$ cat src/rtl/s_array_pkg.sv
// Shared types and constants for the S-array scheduler: run modes, FSM states
// and the per-entry cycle cost of the key-scheduling swap pass.
package s_array_pkg;

  typedef enum logic [1:0] {
    MODE_IDENTITY = 2'd0,
    MODE_FILL     = 2'd1,
    MODE_KSA      = 2'd2,
    MODE_FULL     = 2'd3
  } mode_t;

  typedef enum logic [3:0] {
    S_IDLE       = 4'd0,
    S_INIT       = 4'd1,
    S_KSA_RD_I   = 4'd2,
    S_KSA_WAIT_I = 4'd3,
    S_KSA_RD_J   = 4'd4,
    S_KSA_WAIT_J = 4'd5,
    S_KSA_WR_I   = 4'd6,
    S_KSA_WR_J   = 4'd7,
    S_DONE       = 4'd8
  } state_t;

  localparam int KSA_CYCLES_PER_ENTRY = 6;

  function automatic logic is_busy_state(input state_t s);
    return (s != S_IDLE) && (s != S_DONE);
  endfunction

endpackage

$ cat src/rtl/s_array_sched_chk.sv
// Elaboration-time parameter checks for s_array_sched; holds no logic.
module s_array_sched_chk #(
  parameter int DATA_W    = 8,
  parameter int DEPTH     = 256,
  parameter int KEY_BYTES = 3
) ();

  if ((DEPTH < 2) || ((DEPTH & (DEPTH - 1)) != 0)) begin : g_depth_pow2
    $error("s_array_sched: DEPTH must be a power of two >= 2");
  end

  if (DEPTH > (2 ** DATA_W)) begin : g_depth_fits
    $error("s_array_sched: DEPTH must not exceed 2**DATA_W");
  end

  if (KEY_BYTES < 1) begin : g_key_len
    $error("s_array_sched: KEY_BYTES must be at least 1");
  end

endmodule

$ cat src/rtl/s_array_sched_key_byte_sel.sv
// Picks key byte k out of the registered key; byte 0 is the most significant.
module key_byte_sel #(
  parameter int KEY_BYTES = 3,
  parameter int KW        = 2
) (
  input  logic [8*KEY_BYTES-1:0] i_key,
  input  logic [KW-1:0]          i_k,
  output logic [7:0]             o_byte
);

  // Byte mux over the key bytes
  always_comb begin
    o_byte = 8'h00;
    for (int n = 0; n < KEY_BYTES; n++) begin
      o_byte = (i_k == KW'(n)) ? i_key[8*(KEY_BYTES-1-n) +: 8] : o_byte;
    end
  end

endmodule

$ cat src/rtl/s_array_sched.sv
// S-array scheduler: drives a single-port RAM (1-cycle read latency) for identity fill,
// constant fill, the RC4 key-scheduling swap pass, or identity fill followed by the swap pass.
module s_array_sched
  import s_array_pkg::*;
#(
  parameter int DATA_W    = 8,
  parameter int DEPTH     = 256,
  parameter int KEY_BYTES = 3,
  localparam int ADDR_W   = $clog2(DEPTH)
) (
  input  logic                   clk,
  input  logic                   reset_n,
  input  logic                   start,
  input  logic                   abort,
  input  logic [1:0]             mode,
  input  logic [DATA_W-1:0]      fill_value,
  input  logic [8*KEY_BYTES-1:0] secret_key,
  output logic [ADDR_W-1:0]      array_address,
  output logic [DATA_W-1:0]      data,
  output logic                   write_enable,
  input  logic [DATA_W-1:0]      rd_data,
  output logic                   busy,
  output logic                   finish
);

  localparam int KW = (KEY_BYTES > 1) ? $clog2(KEY_BYTES) : 1;

  state_t                 r_state, w_state_nxt;
  mode_t                  r_mode, w_mode_nxt;
  logic [DATA_W-1:0]      r_fill, w_fill_nxt;
  logic [8*KEY_BYTES-1:0] r_key, w_key_nxt;
  logic [ADDR_W-1:0]      r_i, w_i_nxt, r_j, w_j_nxt;
  logic [KW-1:0]          r_k, w_k_nxt;
  logic [DATA_W-1:0]      r_si, w_si_nxt;
  logic [ADDR_W-1:0]      r_addr, w_addr_nxt;
  logic [DATA_W-1:0]      r_data, w_data_nxt;
  logic                   r_we, w_we_nxt;
  logic                   r_busy, w_busy_nxt;
  logic                   r_finish, w_finish_nxt;
  logic [ADDR_W-1:0]      w_i_inc, w_j_sum;
  logic                   w_i_last, w_k_wrap;
  logic [7:0]             w_key_byte;

  s_array_sched_chk #(.DATA_W(DATA_W), .DEPTH(DEPTH), .KEY_BYTES(KEY_BYTES)) u_chk ();

  key_byte_sel #(.KEY_BYTES(KEY_BYTES), .KW(KW)) u_key_sel (
    .i_key  (r_key),
    .i_k    (r_k),
    .o_byte (w_key_byte)
  );

  // Next-state, counter and RAM-interface decode; outputs are registered from these values
  always_comb begin
    w_state_nxt = r_state;
    w_mode_nxt  = r_mode;
    w_fill_nxt  = r_fill;
    w_key_nxt   = r_key;
    w_i_nxt     = r_i;
    w_j_nxt     = r_j;
    w_k_nxt     = r_k;
    w_si_nxt    = r_si;
    w_addr_nxt  = r_addr;
    w_data_nxt  = r_data;
    w_we_nxt    = 1'b0;
    w_i_inc     = r_i + ADDR_W'(1);
    w_i_last    = (r_i == ADDR_W'(DEPTH - 1));
    w_k_wrap    = (r_k == KW'(KEY_BYTES - 1));
    // key byte is zero-extended or truncated to the index width by the cast
    w_j_sum     = r_j + ADDR_W'(rd_data) + ADDR_W'(w_key_byte);
    if (is_busy_state(r_state) && abort) begin
      w_state_nxt = S_IDLE;
    end else begin
      case (r_state)
        S_IDLE, S_DONE: begin
          if (start && !abort) begin
            w_mode_nxt = mode_t'(mode);
            w_fill_nxt = fill_value;
            w_key_nxt  = secret_key;
            w_i_nxt    = {ADDR_W{1'b0}};
            w_j_nxt    = {ADDR_W{1'b0}};
            w_k_nxt    = {KW{1'b0}};
            w_addr_nxt = {ADDR_W{1'b0}};
            if (mode_t'(mode) == MODE_KSA) begin
              w_state_nxt = S_KSA_RD_I;
            end else begin
              w_state_nxt = S_INIT;
              w_we_nxt    = 1'b1;
              w_data_nxt  = (mode_t'(mode) == MODE_FILL) ? fill_value : {DATA_W{1'b0}};
            end
          end else begin
            w_state_nxt = r_state;
          end
        end
        S_INIT: begin
          if (w_i_last) begin
            if (r_mode == MODE_FULL) begin
              w_state_nxt = S_KSA_RD_I;
              w_i_nxt     = {ADDR_W{1'b0}};
              w_addr_nxt  = {ADDR_W{1'b0}};
            end else begin
              w_state_nxt = S_DONE;
            end
          end else begin
            w_i_nxt    = w_i_inc;
            w_addr_nxt = w_i_inc;
            w_data_nxt = (r_mode == MODE_FILL) ? r_fill : DATA_W'(w_i_inc);
            w_we_nxt   = 1'b1;
          end
        end
        S_KSA_RD_I: w_state_nxt = S_KSA_WAIT_I;
        S_KSA_WAIT_I: begin
          w_si_nxt    = rd_data;
          w_j_nxt     = w_j_sum;
          w_addr_nxt  = w_j_sum;
          w_state_nxt = S_KSA_RD_J;
        end
        S_KSA_RD_J: w_state_nxt = S_KSA_WAIT_J;
        S_KSA_WAIT_J: begin
          // S[j] goes straight into the write-data register for the S[i] write
          w_addr_nxt  = r_i;
          w_data_nxt  = rd_data;
          w_we_nxt    = 1'b1;
          w_state_nxt = S_KSA_WR_I;
        end
        S_KSA_WR_I: begin
          w_addr_nxt  = r_j;
          w_data_nxt  = r_si;
          w_we_nxt    = 1'b1;
          w_state_nxt = S_KSA_WR_J;
        end
        S_KSA_WR_J: begin
          w_k_nxt = w_k_wrap ? {KW{1'b0}} : r_k + KW'(1);
          if (w_i_last) begin
            w_state_nxt = S_DONE;
          end else begin
            w_i_nxt     = w_i_inc;
            w_addr_nxt  = w_i_inc;
            w_state_nxt = S_KSA_RD_I;
          end
        end
        default: w_state_nxt = S_IDLE;
      endcase
    end
    w_busy_nxt   = is_busy_state(w_state_nxt);
    w_finish_nxt = (w_state_nxt == S_DONE);
  end

  // State, counters, captured operands and registered RAM interface
  always_ff @(posedge clk or negedge reset_n) begin
    if (!reset_n) begin
      r_state  <= S_IDLE;
      r_mode   <= MODE_IDENTITY;
      r_fill   <= {DATA_W{1'b0}};
      r_key    <= {(8*KEY_BYTES){1'b0}};
      r_i      <= {ADDR_W{1'b0}};
      r_j      <= {ADDR_W{1'b0}};
      r_k      <= {KW{1'b0}};
      r_si     <= {DATA_W{1'b0}};
      r_addr   <= {ADDR_W{1'b0}};
      r_data   <= {DATA_W{1'b0}};
      r_we     <= 1'b0;
      r_busy   <= 1'b0;
      r_finish <= 1'b0;
    end else begin
      r_state  <= w_state_nxt;
      r_mode   <= w_mode_nxt;
      r_fill   <= w_fill_nxt;
      r_key    <= w_key_nxt;
      r_i      <= w_i_nxt;
      r_j      <= w_j_nxt;
      r_k      <= w_k_nxt;
      r_si     <= w_si_nxt;
      r_addr   <= w_addr_nxt;
      r_data   <= w_data_nxt;
      r_we     <= w_we_nxt;
      r_busy   <= w_busy_nxt;
      r_finish <= w_finish_nxt;
    end
  end

  assign array_address = r_addr;
  assign data          = r_data;
  assign write_enable  = r_we;
  assign busy          = r_busy;
  assign finish        = r_finish;

endmodule

$ cat config.mk
export PLATFORM = sky130hd
export DESIGN_NAME = s_array_sched
export DESIGN_NICKNAME = d
export VERILOG_FILES = /design/src/rtl/s_array_pkg.sv /design/src/rtl/s_array_sched_chk.sv /design/src/rtl/s_array_sched_key_byte_sel.sv /design/src/rtl/s_array_sched.sv
export SDC_FILE = /design/constraint.sdc
export NUM_CORES = 1
export LEC_CHECK = 0
export BUFFER_PORTS_ARGS = -buffer_cell sky130_fd_sc_hd__buf_2
export CORE_ASPECT_RATIO = 0.9
export CORE_UTILIZATION = 42
export CTS_CLUSTER_DIAMETER = 60
export DETAILED_ROUTE_END_ITERATION = 8
export MAX_ROUTING_LAYER = met4
export PLACE_DENSITY_LB_ADDON = 0.12
export SYNTH_ARGS = -nofsm -noshare
export SYNTH_HDL_FRONTEND = slang
export SYNTH_SLANG_ARGS = --single-unit
$ cat constraint.sdc
create_clock -name clk -period 3.95 [get_ports clk]
set_clock_uncertainty 0.15 [all_clocks]
set_input_delay 0.395 -clock clk [delete_from_list [all_inputs] [get_ports clk]]
set_output_delay 0.395 -clock clk [all_outputs]
set_load 0.02 [all_outputs]
* After elaboration in Yosys (flattened, before gate mapping) *
Cells that the tools add are included.

cells by class
  bitwise logic cells = 1
  reduce and logical (&&, ||, !) cells = 23
  mux-type cells = 31
  add/sub/neg operators = 4
  equal/unequal tests = 23

operators by type and width
  cell                                                             count
  8-bit two-way mux                                                12
  8-bit case mux with 6 select lines                               1
  4-bit case mux with 8 select lines                               1
  8-bit case mux with 4 select lines                               1
  8-bit case mux with 3 select lines                               1
  4-bit two-way mux                                                5
  8-bit adder                                                      2
  4-bit by 3-bit == test with 1-bit output, second input constant  4
  8-bit case mux with 2 select lines                               1
  5-bit AND reduction                                              3
  4-bit nonzero test                                               3
  3-bit AND reduction                                              3
  8-bit by 1-bit adder with 8-bit output, second input constant    1
  4-bit by 2-bit == test with 1-bit output, second input constant  2
  4-bit == test, second input constant                             2
  8-bit == test, second input constant                             1
  2-bit inequality test, second input constant                     4
  4-bit inequality test, second input constant                     2
  2-bit by 1-bit == test with 1-bit output, second input constant  3
  2-bit == test, second input constant                             3
  2-bit two-way mux                                                3
  6-bit nonzero test                                               1
  4-bit by 1-bit == test with 1-bit output, second input constant  1
  1-bit logical AND                                                4
  other kinds (13)                                                 18

storage, ports and cells
  logic and storage cells = 95
  output and inout bits = 19
  input bits = 46
  flip-flop bits (word level) = 83

* Depth between registers and ports, before layout *
  depth after elaboration = 7
  depth in mapped cells = 14

* Hierarchy *
A second synthesis with hierarchy kept.

unflattened totals
  cells, all modules = 478
  area, all modules = 4,598.2 um^2

by module, submodules not included
  module         cells an instance  seq. area each (um^2)  times used  area an instance (um^2)
  s_array_sched  458                2,077.0                1           4,400.5
  key_byte_sel   20                 0.0                    1           197.7

* Least setup slack after synthesis *
No wires, ideal clock.

  path type = reg-to-reg
  start = reg r_k[0]
  end = reg r_addr[5] (netlist: array_address[5])
  setup time = 0.121 ns
  arrival = 2.891 ns
  period minus slack after synthesis = 3.162 ns
  slack = 0.788 ns
  cell stages (with the launch flop) = 14
  path buffers = 1
  cell sequence = dfrtp_1 buf_1 mux2i_1 o21ai_0 fa_1 ha_1 inv_1 fa_1 nor2b_1 o31a_1 a211oi_1 a21oi_1 o211ai_1 a22o_1

between the ends
  cells in the longest elaborated chain, start to end = 6

RTL lines
  what                                  line                              RTL
  start: declaration                    s_array_sched.sv:33               logic [KW-1:0] r_k, w_k_nxt;
  start signal: assignment              s_array_sched.sv:157              r_k <= {KW{1'b0}};
  start signal: assignment              s_array_sched.sv:171              r_k <= w_k_nxt;
  2-bit logical NOT                     s_array_sched_key_byte_sel.sv:15  o_byte = (i_k == KW'(n)) ? i_key[8*(KEY_BYTES-1-n) +: 8] : o_byte;
  8-bit two-way mux (2 in series)       s_array_sched_key_byte_sel.sv:15
  8-bit two-way mux *                   s_array_sched_key_byte_sel.sv:15
  8-bit adder *                         s_array_sched.sv:69               w_j_sum = r_j + ADDR_W'(rd_data) + ADDR_W'(w_key_byte);
  8-bit case mux with 6 select lines *  s_array_sched.sv:73               case (r_state)
  end signal: assignment                s_array_sched.sv:159              r_addr <= {ADDR_W{1'b0}};
  end signal: assignment                s_array_sched.sv:173              r_addr <= w_addr_nxt;
  end: declaration                      s_array_sched.sv:35               logic [ADDR_W-1:0] r_addr, w_addr_nxt;

Mark *: on every way between the ends. The rest lies on a longest branch, timed or not.
A chain may end at the register's enable or synchronous reset.

* Worst setup path in the final report *
Ends and elaborated chain as after synthesis.

==> summary.md <==
| Metric | Value |
|---|---|
| Run status | `finished, violations left` |
| Violated checks | `DRC` |
| Reg clk slew, reported paths | `0.06 ns` |
| DIE AREA | `11,300 µm²` |
| Startpoint Class | `flop` |
| Hold_buf cts | `0` |
| Setup repair bufs after CTS | `0` |
| Starting density of the core | `0.439` |
| Post-Syn Nets | `563` |
| Filler Cells Inserted | `1,006` |
| DRC errors left | `2` |
| Gates resized, CTS repair | `0` |
| Initial antenna violation count | `0` |
| Routed len/inst | `approximately 17 µm` |
| CP max stage cell | `dfrtp_1` |
| Clk sinks | `83` |
| DP Cell Count | `671` |
| # diodes | `0` |
| Largest net degree at the start of global routing | `84` |
| Synth warnings | `0` |
| Min Hold Slack | `0.0783 ns` |
| Pre-CTS WS | `0.552 ns` |
| Pleak | `roughly 2.5 nW` |
| Max Cap Viol | `0` |
| Most Crowded Layer GR | `met2` |
| DR pass1 iterations | `7` |
| Ports placed on the boundary | `65` |
| CTS tree | `done` |
| Synth Cell Area | `approximately 4600 µm²` |
| Routed Wire Length | `between 10,000 and 15,000 µm` |
| Routed via count | `approximately 3.8k` |
| Number of placement rows | `35` |
| Critical path endpoint category | `flop` |
| Critical Path RT | `4.08 ns` |
| ANT nets after route | `0` |
| Register area share after synthesis | `0.454` |
| Synthesized instance count | `about 500` |
| Port buffer count | `64` |
| First-pass GRT wire length | `19,600 µm` |
| HPWL after DPL | `8520 µm` |
| Fmax | `around 0.29 GHz` |
| Avg Cell Area, Syn | `between 9 and 10 µm²` |
| Final Non-Filler Cells | `between 600 and 700` |
| Initial DRC Count | `~310` |
| Die Span X | `112 µm` |
| Max clock buf depth | `2` |
| Final hold violations | `0` |
| Worst Tran Pin Value | `1.03 ns` |
| CP Class | `flop to flop` |
| Slew Viols, Final | `0` |
| Critical Path, Cell by Cell | `nor2b_1, nand2_1, o21ai_0, fa_1, ha_1, inv_1, fa_1, nor2b_1, o21ai_0, a211oi_1, a21oi_1, o211ai_1, a22o_1` |
| Met3 Use GR | `0.0445` |
| Met2 Use GR | `0.335` |
| Most common cell after layout, fill and taps aside | `nand2_1` |
| CTS H-tree depth | `3` |
| Most frequent cells in the layout | `140 x nand2_1, 83 x dfrtp_1, 63 x buf_2, 33 x o21ai_0, 27 x nor2_1` |
| CTS buffer count | `9` |
| Fin util | `0.504` |
| Area grow syn2layout | `14.8%` |
| Setup-failing EPs final | `0` |
| Final period util | `0.872` |
| Seq. cell area | `2080 µm²` |
| Remaining global-route overflow | `0` |
| CP startpoint | `r_k[0]` |
| Critical path peak fanout | `12` |
| Tot GR Track Use | `0.234` |
| Largest stage delay, worst path | `0.68 ns` |
| EDFF count, synth | `0` |
| Fraction of layout cells with a size suffix above 1 | `0.192` |
| Yosys cell types | `53` |
| Clock root cell | `clkbuf_16` |
| Min Tclk post-route | `3.44 ns` |
| HP Class | `input port to asynchronous set/reset pin` |
| Routability Congestion | `0.891` |
| Vias in the first global route | `3,716` |
| Synthesis-stage register bit count | `83` |
| Worst r2r src | `r_k[0]` |
| Grt met1 use | `0.335` |
| Core footprint | `10,400 µm²` |
| Via-per-instance ratio | `5.55` |
| Final TNS setup | `0 ns` |
| PnR worst setup slack | `0.505 ns` |
| Die span in y | `101 µm` |
| Commonest register cell after synthesis | `dfrtp_1` |
| Multi-input logic area | `2310 µm²` |
| WP data arrival | `3.58 ns` |
| Unrepaired setup endpoints after global routing | `false` |
| PwrDens | `717 nW/µm²` |
| Worst VDD drop | `342 µV` |
| Nets | `a little over 600` |
| Async set or reset register ratio after synthesis | `1.00` |
| Max_slew headroom | `0.310` |
| Worst-Skew Late Latency | `0.34 ns` |
synth_stat cells (2+ instances only):
library cell / instances / area, µm²
or2_2: 3 / 18.8
nand2_1: 140 / 526
a21oi_1: 23 / 115
a211oi_1: 5 / 37.5
clkbuf_1: 18 / 67.6
mux2_2: 14 / 158
fa_1: 8 / 160
xor2_1: 4 / 35.0
xnor2_1: 6 / 52.6
ha_1: 7 / 87.6
o21a_1: 3 / 22.5
a22oi_1: 3 / 22.5
o21bai_1: 2 / 15.0
nor3_1: 5 / 25.0
a222oi_1: 7 / 70.1
nand3_1: 5 / 25.0
and4_1: 2 / 17.5
buf_2: 4 / 20.0
o2bb2ai_1: 4 / 35.0
a31oi_1: 8 / 50.1
nor2_1: 27 / 101
inv_1: 11 / 41.3
and2_1: 6 / 37.5
a221oi_1: 2 / 17.5
buf_6: 3 / 33.8
nand2b_1: 6 / 37.5
a21o_1: 3 / 22.5
a22o_1: 7 / 61.3
dfrtp_1: 83 / 2080
nor2b_1: 8 / 50.1
mux2i_1: 10 / 100
or3_1: 4 / 25.0
o211ai_1: 7 / 52.6
o21ai_0: 33 / 165
a32oi_1: 2 / 17.5
and3_1: 2 / 12.5
power by group:
part | switching (mW) | leakage [nW] | internal [mW]
registers | 0.231 | 1.07 | 1.16
clock network | 0.346 | 0.147 | 0.551
logic | 0.900 | 1.25 | 0.580
total | 1.48 | 2.46 | 2.29
sequential cells by signal, indices dropped and copies added (netlist names):
| name | cells |
|---|---|
| r_mode | 2 |
| write_enable | 1 |
| r_state | 4 |
| r_key | 24 |
| finish | 1 |
| data | 8 |
| r_fill | 8 |
| array_address | 8 |
| r_k | 2 |
| busy | 1 |
| r_j | 8 |
| r_i | 8 |
| r_si | 8 |
per-layer routing:
metal,share of wire,routed length (µm)
met2,0.42,4940
met3,0.057,674
met5,0,0
met1,0.50,5900
met4,0.020,234
kinds of logic after synthesis:
kind of cell,after synthesis,synth area share
adder cells (fa/ha/maj),15,0.0541
AND/OR/NAND/NOR,213,0.202
flip-flops,83,0.454
multiplexers,24,0.0563
buffers and inverters,39,0.0416
XOR/XNOR,10,0.0191
AO/OA/AOI/OAI,118,0.173
metrics by stage:
stage / cell area [µm²] / power [mW]
after floorplan: 4580 / 2.48
after global placement: 4940 / 2.86
after detailed placement: 4940 / 2.87
after CTS: 5260 / 3.78
after global routing: 5260 / 4.05
final: 5260 / 3.77
critical path, delay by kind of cell, from the launching register on:
family,cells,cell delay (ns)
buf+inv,1,0.07
flops,1,0.68
compound gates,6,0.85
simple gates,3,0.57
fa+ha+maj,3,1.07
worst paths after layout:
path | end | slack, ns | cells after the start
setup / recovery | array_address[5] | 0.51 | 13
hold / removal | busy | 0.08 | 1
setup reg to reg | array_address[5] | 0.51 | 13
hold reg to reg | r_fill[5] | 0.32 | 2
max in group asynchronous | r_fill[0] | 2.90 | 1
min in group clk | r_key[22] | 0.09 | 3
final cells by class:
type / count / area share
clock buffers: 9 / 0.0429
clock inverters: 7 / 0.0176
inverters: 12 / 0.00857
multi-input cells: 380 / 0.439
flip-flops and latches: 83 / 0.395
well taps: 129 / 0.0307
repair buffers: 67 / 0.0657
No activity file was read; power rests on OpenSTA's default activity.
